===== src/rtl/lc3_pkg.sv =====
// rtl/lc3_pkg.sv - shared LC-3 register-file types and condition-code constants
package lc3_pkg;

  typedef logic [2:0] reg_idx_t;
  typedef logic [2:0] nzp_t;

  localparam nzp_t NZP_N     = 3'b100;
  localparam nzp_t NZP_Z     = 3'b010;
  localparam nzp_t NZP_P     = 3'b001;
  localparam nzp_t NZP_RESET = NZP_Z;

endpackage


===== src/rtl/nzp_gen.sv =====
// rtl/nzp_gen.sv - maps a bus value to its one-hot {N,Z,P} condition code
module nzp_gen
  import lc3_pkg::*;
#(
  parameter int N = 16
) (
  input  logic [N-1:0] data,
  output nzp_t         cc
);

  // Sign bit wins first so the most-negative value reports N; otherwise zero vs positive.
  always_comb begin
    cc = NZP_P;
    if (data[N-1]) begin
      cc = NZP_N;
    end else if (data == '0) begin
      cc = NZP_Z;
    end
  end

endmodule


===== src/rtl/register_file.sv =====
// rtl/register_file.sv - LC-3 R0-R7 register file with two read ports and NZP register
module register_file
  import lc3_pkg::*;
#(
  parameter int N      = 16,
  parameter bit BYPASS = 1'b1
) (
  input  logic         Clk,
  input  logic         Reset,
  input  logic         LD_REG,
  input  reg_idx_t     DR,
  input  reg_idx_t     SR1,
  input  reg_idx_t     SR2,
  input  logic         LD_CC,
  input  logic [N-1:0] In,
  output logic [N-1:0] SR1_Out,
  output logic [N-1:0] SR2_Out,
  output nzp_t         NZP
);

  logic [N-1:0] regs [8];
  nzp_t         next_cc;
  logic         write_lands;

  nzp_gen #(.N(N)) u_nzp_gen (
    .data (In),
    .cc   (next_cc)
  );

  // A write only lands when Reset is low, so write-through is suppressed during reset too.
  assign write_lands = LD_REG && !Reset;

  // Register array and condition codes; reset clears everything and discards that cycle's loads.
  always_ff @(posedge Clk) begin
    if (Reset) begin
      for (int i = 0; i < 8; i++) begin
        regs[i] <= '0;
      end
      NZP <= NZP_RESET;
    end else begin
      if (LD_REG) begin
        regs[DR] <= In;
      end
      if (LD_CC) begin
        NZP <= next_cc;
      end
    end
  end

  // Zero-latency read muxes, optionally forwarding the value being written this cycle.
  always_comb begin
    SR1_Out = regs[SR1];
    SR2_Out = regs[SR2];
    if (BYPASS && write_lands && (SR1 == DR)) begin
      SR1_Out = In;
    end
    if (BYPASS && write_lands && (SR2 == DR)) begin
      SR2_Out = In;
    end
  end

endmodule


===== config.mk =====
export PLATFORM = sky130hd
export DESIGN_NAME = register_file
export DESIGN_NICKNAME = d
export VERILOG_FILES = /design/src/rtl/lc3_pkg.sv /design/src/rtl/nzp_gen.sv /design/src/rtl/register_file.sv
export SDC_FILE = /design/constraint.sdc
export NUM_CORES = 1
export LEC_CHECK = 0
export CORE_ASPECT_RATIO = 0.9
export CORE_UTILIZATION = 40
export CTS_BUF_LIST = sky130_fd_sc_hd__clkbuf_4 sky130_fd_sc_hd__clkbuf_8 sky130_fd_sc_hd__clkbuf_16
export DETAILED_ROUTE_END_ITERATION = 12
export PLACE_DENSITY_LB_ADDON = 0.3
export SYNTH_ARGS = -nofsm -noshare
export SYNTH_HDL_FRONTEND = slang
export SYNTH_SLANG_ARGS = --single-unit

===== constraint.sdc =====
create_clock -name Clk -period 4.8 [get_ports Clk]
set_clock_uncertainty 0.1 [all_clocks]
set_input_delay 0.72 -clock Clk [delete_from_list [all_inputs] [get_ports Clk]]
set_output_delay 0.72 -clock Clk [all_outputs]
set_load 0.02 [all_outputs]

; ---- Word-level counts from Yosys, hierarchy flattened
; Memory sizes are Yosys's and may differ from the RTL's.
; Cells that the tools add are included.
[op_classes]
n_eq_ne = 2
n_reduce_logical = 6
n_mux = 12
[ops]
columns = op, n
row1 = 16-bit 2-to-1 mux, 3
row2 = 16-bit zero test, 1
row3 = 16-bit OR reduction, 1
row4 = 3-bit == test, 2
row5 = 1-bit 2-to-1 mux, 6
row6 = 3-bit 2-to-1 mux, 2
row7 = 1-bit logical AND, 3
row8 = 2-bit 2-to-1 mux, 1
row9 = 1-bit zero test, 1
[word_totals]
wordCells = 22
ramBits = 128
mem_count = 1
register_bits = 3
out_inout_bits = 35
[mem_list]
columns = memory, words, width, rd, rd_ports_with_merged_regs, write_ports, line_no
row1 = regs, 8, 16, 2, 0, 8, register_file.sv:21  ; logic [N-1:0] regs [8];

; ---- Logic depth before layout (Yosys ltp)
; Gate-level depths: netlist (run 1).
[depth]
depth_word = 5
ltp_mapped = 7
ltp_nobuf = 4

; ---- Hierarchy
; A second synthesis (run 1) with hierarchy kept.
[unflattened]
hier_cells = 463
hier_area_um2 = 7628.6
[modules_own_cells]
columns = mod, cells_per_inst, n_inst, area_per_inst_um2, seq_area_each_um2
row1 = register_file, 456, 1, 7578.5, 3903.7
row2 = nzp_gen, 7, 1, 50.0, 0.0

; ---- Worst setup path after synthesis (run 1)
; No wires, ideal clock.
[synth_path]
kind = input to output
start = in SR2[0]
end = out SR2_Out[10]
cell_stages = 6
path_buffers = 3
t_arrival_ns = 1.875
required_time_ns = 3.980
path_slack_ns = 2.105
cell_sequence = buf_6 -> buf_6 -> xnor2_1 -> nand4_2 -> clkbuf_1 -> a21oi_1
[synth_via]
elab_chain_len = 3
word_cells_on_any_way = 4
[synth_rtl]
columns = element, line_no
row1 = from (decl), register_file.sv:13  ; input reg_idx_t SR2,
row2 = "parallel branches: the longest is 2 deep, another holds memory 8 x 16 bit", n/a
row3 = 16-bit 2-to-1 mux *, register_file.sv:57  ; if (BYPASS && write_lands && (SR2 == DR)) begin
row4 = to (decl), register_file.sv:17  ; output logic [N-1:0] SR2_Out,
; Every way passes the cells marked *.

; ---- Worst setup path in the final report (run 1)
[layout_path]
start = in Reset
end = out SR2_Out[10]
[layout_via]
elab_chain_len = 4
[layout_rtl]
columns = element, line_no
row1 = from (decl), register_file.sv:9  ; input logic Reset,
row2 = 1-bit zero test, register_file.sv:31  ; assign write_lands = LD_REG && !Reset;
row3 = 1-bit logical AND, register_file.sv:31
row4 = 1-bit logical AND, register_file.sv:57
row5 = 16-bit 2-to-1 mux, register_file.sv:57
; No other way between the ends.

==> out/summary.txt, run 1 <==
number of instances in the placed design - 787
die span in x - 147 um
CP Data Required Time - 3.98 ns
mapped cell area - 7530 sq um
post_cts resized - 0
synth unique cells - 27
sw frac - 24.4%
synth warn - 0
Max Cap Violations - 0
min cycle time layout - 4.12 ns
worst skew pair latency - 0.42 ns
most frequent cells in the layout - and2_1, edfxtp_1, clkdlybuf4s50_1, mux4_1, nor2_1
vias per inst - 5.66
DR iter-0 viols - 362
post-route clock period utilization - 85.9%
Seq/Total Area, Yosys - 51.8%
share of layout cells above drive strength 1 - 13.4%
reg-to-reg setup timing slack - 4.03 ns
Startpoint Class - input port
Post-Syn Area per Cell - 14.6 sq um
Die ar. - 19400 sq um
syn_nets - 544
Residual DRC - 0
Synth Flop Type - edfxtp_1
vias in the first global route - 4714
DR pass1 iterations - 5
setup TNS - 0 ns
Core Util, Final - 48.7%
CTS root buf - clkbuf_16
Initial Util - 40.9%
RSZ-0062 raised after global routing - false
CP arrival - 3.30 ns
dpl hpwl - 12.1 mm
Gate power share - 14.8%
Most common cell on crit path - clkdlybuf4s50_1
run status - completed
worst min-delay path class - flip-flop to flip-flop
CP max-delay cell - clkdlybuf4s50_1
Worst Tran Pin Value - 0.612 ns
worst vdd ir - 0.247 mV
Worst Path Max Fanout - 21
clock tree from TritonCTS - built
Antenna Nets Post-Route - 0
P_int - 2.49 mW
Final Non-Filler Cells - 820
Setup Fix Bufs, Post-CTS - 0
IO Count - 64
Final Hold Viols - 0
worst hold slack - 0.401 ns
Final setup viols - 0
FP Rows - 47
area grow syn2layout - 19.2%
global-route wire length before repair - 29.3 mm
H-Tree Level Count - 4
sw power - 0.803 mW
nets - 590
Reg clk slew, reported paths - 0.05 ns
largest net degree at the start of global routing - 34
cell count after synthesis - 515
Final Max Tran Viols - 0
Total GRT Usage - 21.2%
clock share of power - 43.9%
routed via count - 4639
GPL Wtd Cong - 0.763
wire per inst - 24.2 um
Detailed Route WL - 19.8 mm
worst hold stages - 2
cts hold-fix bufs - 0
max incr delay on CP - 0.66 ns
P_leak - 3.34 nW
WS Path Type - input port to primary output
PortBufs - 63
Sequential Power Share - 41.3%
Seq cells post-synth - 131
async set-reset flop share out of synthesis - 0%
Fmax - 0.243 GHz
CP cell instances - clkdlybuf4s50_1 > nor2b_4 > nand4_2 > buf_4 > a21oi_1 > clkdlybuf4s50_1
gr ovfl total - 0
core area - 18400 sq um
CTS Buf Count - 17
Relative slew margins - 59.2%
nature of the critical path endpoint - primary output
Post-synth EDFFs - 128
path depth of the worst reg2reg path - 2
CTS sink cnt - 131
clk buf depth - 2
initial antenna violation count - 0
PwrDens - 367 nW/um^2
die height - 132 um
synth_stat cells (3+ instances only):
master    count  area [sq um]
nor4_1        4          25.0
buf_2        16          80.1
xnor2_1       6          52.6
clkbuf_1     27           101
mux4_1       55          1450
mux4_2        9           203
nor2_2        4          25.0
nor2_1       37           139
mux2i_1      33           330
or2_2         8          50.1
buf_6         8          90.1
dfxtp_1       3          60.1
and2_1      128           801
a21oi_1      33           165
edfxtp_1    128          3840
worst max-delay path, delay by kind of cell:
kind	cells	cell delay [ns]
buffers and inverters	3	1.66
AOI/OAI and AO/OA	1	0.17
and+or+nand+nor	2	0.74
cell type report:
| type | instances | area [sq um] |
|---|---|---|
| diodes | 1 | 2.50 |
| inverters | 1 | 3.75 |
| clock inverters | 15 | 231 |
| fillers | 1569 | 9430 |
| well taps | 245 | 307 |
| clock buffers | 17 | 425 |
| multi-input cells | 330 | 3340 |
| repair buffers | 80 | 761 |
| flip-flops and latches | 131 | 3900 |
sequential cells by signal (all words and copies together), names as in the netlist:
name and cells:
regs 128, NZP 3
metrics by stage:
| stage | power [mW] | setup WS, ns | cell area, sq um |
|---|---|---|---|
| after detailed placement | 1.87 | 0.703 | 8310 |
| after CTS | 3.30 | 0.696 | 8970 |
| after global placement | 1.86 | 0.731 | 8310 |
| after floorplan | 1.66 | 2.10 | 7530 |
| after global routing | 3.37 | 0.513 | 8970 |
| final | 3.29 | 0.679 | 8970 |
worst paths after layout:
| path | to | start |
|---|---|---|
| worst max-delay path | SR2_Out[10] | Reset |
| worst min-delay path | NZP[1] | NZP[1] |
| worst max register to register | NZP[0] | NZP[0] |
| worst min register to register | NZP[1] | NZP[1] |
layer usage:
metal / vias to the layer above / track usage (%) / share of wire [%]
li1: 2068 / - / -
met1: 2390 / 26.3 / 41
met2: 155 / 36.4 / 52
met3: 26 / 4.57 / 5.3
met4: 0 / 7.47 / 1.7
met5: - / 0 / 0
power groups by stage:
stage	Combinational (mW)	Sequential (mW)	Clock, mW
5_1_grt	0.510	1.37	1.50
3_5_place_dp	0.487	1.38	0
4_1_cts	0.489	1.36	1.45
2_1_floorplan	0.296	1.37	0
6_report	0.486	1.36	1.44
3_3_place_gp	0.486	1.37	0
cells by family after synthesis:
family	count (synthesis)	share of synthesized area [%]
compound gates	35	2.39
xor+xnor	6	0.698
mux	97	26.3
flops	131	51.8
simple gates	192	15.0
buf+inv	54	3.82
No activity file was read; power rests on OpenSTA's default activity.
==> run 2: changes to the inputs <==
--- a/config.mk
+++ b/config.mk
@@ -7,7 +7,6 @@
 export LEC_CHECK = 0
 export CORE_ASPECT_RATIO = 0.9
 export CORE_UTILIZATION = 40
-export CTS_BUF_LIST = sky130_fd_sc_hd__clkbuf_4 sky130_fd_sc_hd__clkbuf_8 sky130_fd_sc_hd__clkbuf_16
 export DETAILED_ROUTE_END_ITERATION = 12
 export PLACE_DENSITY_LB_ADDON = 0.3
 export SYNTH_ARGS = -nofsm -noshare
==> results of run 2 <==
No change in the layout: final DEF, timing and power equal those of run 1.
==> run 3: changes to the inputs <==
--- a/config.mk
+++ b/config.mk
@@ -8,7 +8,7 @@
 export CORE_ASPECT_RATIO = 0.9
 export CORE_UTILIZATION = 40
 export DETAILED_ROUTE_END_ITERATION = 12
-export PLACE_DENSITY_LB_ADDON = 0.3
+export PLACE_DENSITY = 0.65
 export SYNTH_ARGS = -nofsm -noshare
 export SYNTH_HDL_FRONTEND = slang
 export SYNTH_SLANG_ARGS = --single-unit
==> run 3 against run 2 <==
- combinational power up 0.8%
- register-to-register slack about the same
- die area is the same
- global-route usage grew 0.68 points
- flip-flop and latch count is the same
- sequential share of layout area decreased by 0.067 points
- first-iteration DRC count rose by 3.9%
- via count rose by 1.5%
- critical endpoint is now SR1_Out[2]
- largest power group unchanged
- highest routed layer unchanged
==> out/summary.txt, run 3 (synthesized netlist as in run 1, its figures left out) <==
run status - completed
post_cts resized - 0 (unchanged)
clock tree from TritonCTS - built
CP max-delay cell - clkdlybuf4s50_1
core area - 18400 sq um (unchanged)
max incr delay on CP - 0.56 ns (-0.10 ns)
Regs by FF count - regs x128, NZP x3
P_leak - 3.35 nW (+0.32%)
area grow syn2layout - 19.3%
nature of the critical path endpoint - primary output
Largest register FFs - 128 (unchanged)
post-route clock period utilization - 82.4% (-3.4 points)
DR pass1 iterations - 4 (-1)
share of layout cells above drive strength 1 - 12.9% (-0.52 points)
vias in the first global route - 4763 (+1.0%)
Gate power share - 14.8% (about the same)
Crit path depth - 6 (unchanged)
WS Path Type - input port to primary output
FP Rows - 47 (unchanged)
clock share of power - 43.9% (about the same)
RSZ-0062 raised after global routing - false
Final Hold Viols - 0 (unchanged)
Final Max Tran Viols - 0 (unchanged)
global-route wire length before repair - 29.9 mm (+1.9%)
setup TNS - 0 ns (unchanged)
Antenna Nets Post-Route - 0 (unchanged)
Worst Path Max Fanout - 32 (+52%)
die span in x - 147 um (unchanged)
Max Cap Violations - 0 (unchanged)
sw power - 0.771 mW (-3.9%)
Initial Util - 40.9% (unchanged)
PortBufs - 63 (unchanged)
Reg clk slew, reported paths - 0.06 ns (about the same)
CP arrival - 3.14 ns (-0.16 ns)
Startpoint Class - input port
routed via count - 4707 (+1.5%)
path depth of the worst reg2reg path - 2 (unchanged)
Setup Fix Bufs, Post-CTS - 0 (unchanged)
H-Tree Level Count - 4 (unchanged)
Most common cell on crit path - clkdlybuf4s50_1
gr ovfl total - 0 (unchanged)
CTS sink cnt - 131 (unchanged)
CP cell instances - clkdlybuf4s50_1 > buf_4 > mux4_1 > mux2i_1 > a21oi_1 > clkdlybuf4s50_1
Core Util, Final - 48.8% (+0.075 points)
clk buf depth - 2 (unchanged)
Relative slew margins - 53.8% (-5.4 points)
CTS Buf Count - 17 (unchanged)
cts hold-fix bufs - 0 (unchanged)
GPL Wtd Cong - 0.780 (+2.2%)
Top reg by flops - regs
Fmax - 0.253 GHz (+4.2%)
Diodes inserted - 0 (-1)
worst skew pair latency - 0.42 ns (about the same)
Sequential Power Share - 41.2% (about the same)
PwrDens - 367 nW/um^2 (+0.20%)
P_int - 2.53 mW (+1.7%)
Residual DRC - 0 (unchanged)
nets - 590 (unchanged)
min cycle time layout - 3.96 ns (-0.165 ns)
CP top delay family - buffers and inverters
worst min-delay path class - flip-flop to flip-flop
CP Data Required Time - 3.98 ns (about the same)
Buf/Inv on CP - 3 (unchanged)
worst vdd ir - 0.245 mV (-1.1%)
sw frac - 23.4% (-1.0 points)
CTS root buf - clkbuf_16
die height - 132 um (unchanged)
Detailed Route WL - 20.4 mm (+3.0%)
dpl hpwl - 12.6 mm (+3.6%)
Worst Tran Pin Value - 0.693 ns (+0.0806 ns)
DR iter-0 viols - 376 (+3.9%)
Die ar. - 19400 sq um (unchanged)
Final setup viols - 0 (unchanged)
worst hold stages - 2 (unchanged)
initial antenna violation count - 0 (unchanged)
wire per inst - 25.0 um (+3.2%)
most frequent cells in the layout - and2_1, edfxtp_1, clkdlybuf4s50_1, mux4_1, nor2_1
vias per inst - 5.75 (+1.6%)
IO Count - 64 (unchanged)
largest net degree at the start of global routing - 33 (-2.9%)
Total GRT Usage - 21.9% (+0.68 points)
run 3: cell count changes in the layout (fill, tap and decap cells not counted), sizes merged:
cell      delta
diode        -1
bufinv       +1
clkinvlp     -1
run 3: worst register-to-register path, stage by stage (launching register included):
cell and delay, ns:
dfxtp_1 0.31, a22oi_1 0.18, nor2_1 0.06
run 3: power by group through the flow:
stage / Clock [mW] / Sequential (mW) / Combinational (mW)
after global placement: 0 / 1.37 / 0.487
final: 1.45 / 1.36 / 0.490
after global routing: 1.50 / 1.37 / 0.512
after detailed placement: 0 / 1.38 / 0.491
after CTS: 1.47 / 1.36 / 0.493
after floorplan: 0 / 1.37 / 0.296
run 3: stage by stage:
stage               worst slack [ns]  instance area (sq um)  cells  power (mW)  hold WS (ns)
floorplan                       2.10                   7530    515        1.66         0.483
global placement               0.854                   8330    787        1.86         0.371
detailed placement             0.852                   8330    787        1.87         0.380
CTS                            0.840                   8990    819        3.32         0.397
global route                   0.799                   8990    819        3.38         0.441
finish                         0.844                   8990    819        3.30         0.404
run 3: metal layers:
| layer | GRT usage, % | part of all wire (%) | vias up |
|---|---|---|---|
| met5 | 0 | 0 | - |
| met4 | 9.14 | 2.2 | 0 |
| met3 | 3.77 | 4.6 | 29 |
| met2 | 37.4 | 52 | 167 |
| met1 | 27.4 | 42 | 2436 |
| li1 | - | - | 2075 |
run 3: final timing paths:
check                            start  slack [ns]          to
worst max register to register  NZP[0]        4.02      NZP[0]
worst min register to register  NZP[1]        0.40      NZP[1]
worst min-delay path            NZP[1]        0.40      NZP[1]
worst max-delay path            SR1[1]        0.84  SR1_Out[2]
run 3: area by class of cell:
type	count	area [sq um]
inverters	1	3.75
fillers	1540	9420
well taps	245	307
repair buffers	80	773
multi-input cells	330	3340
flip-flops and latches	131	3900
clock inverters	15	235
clock buffers	17	425
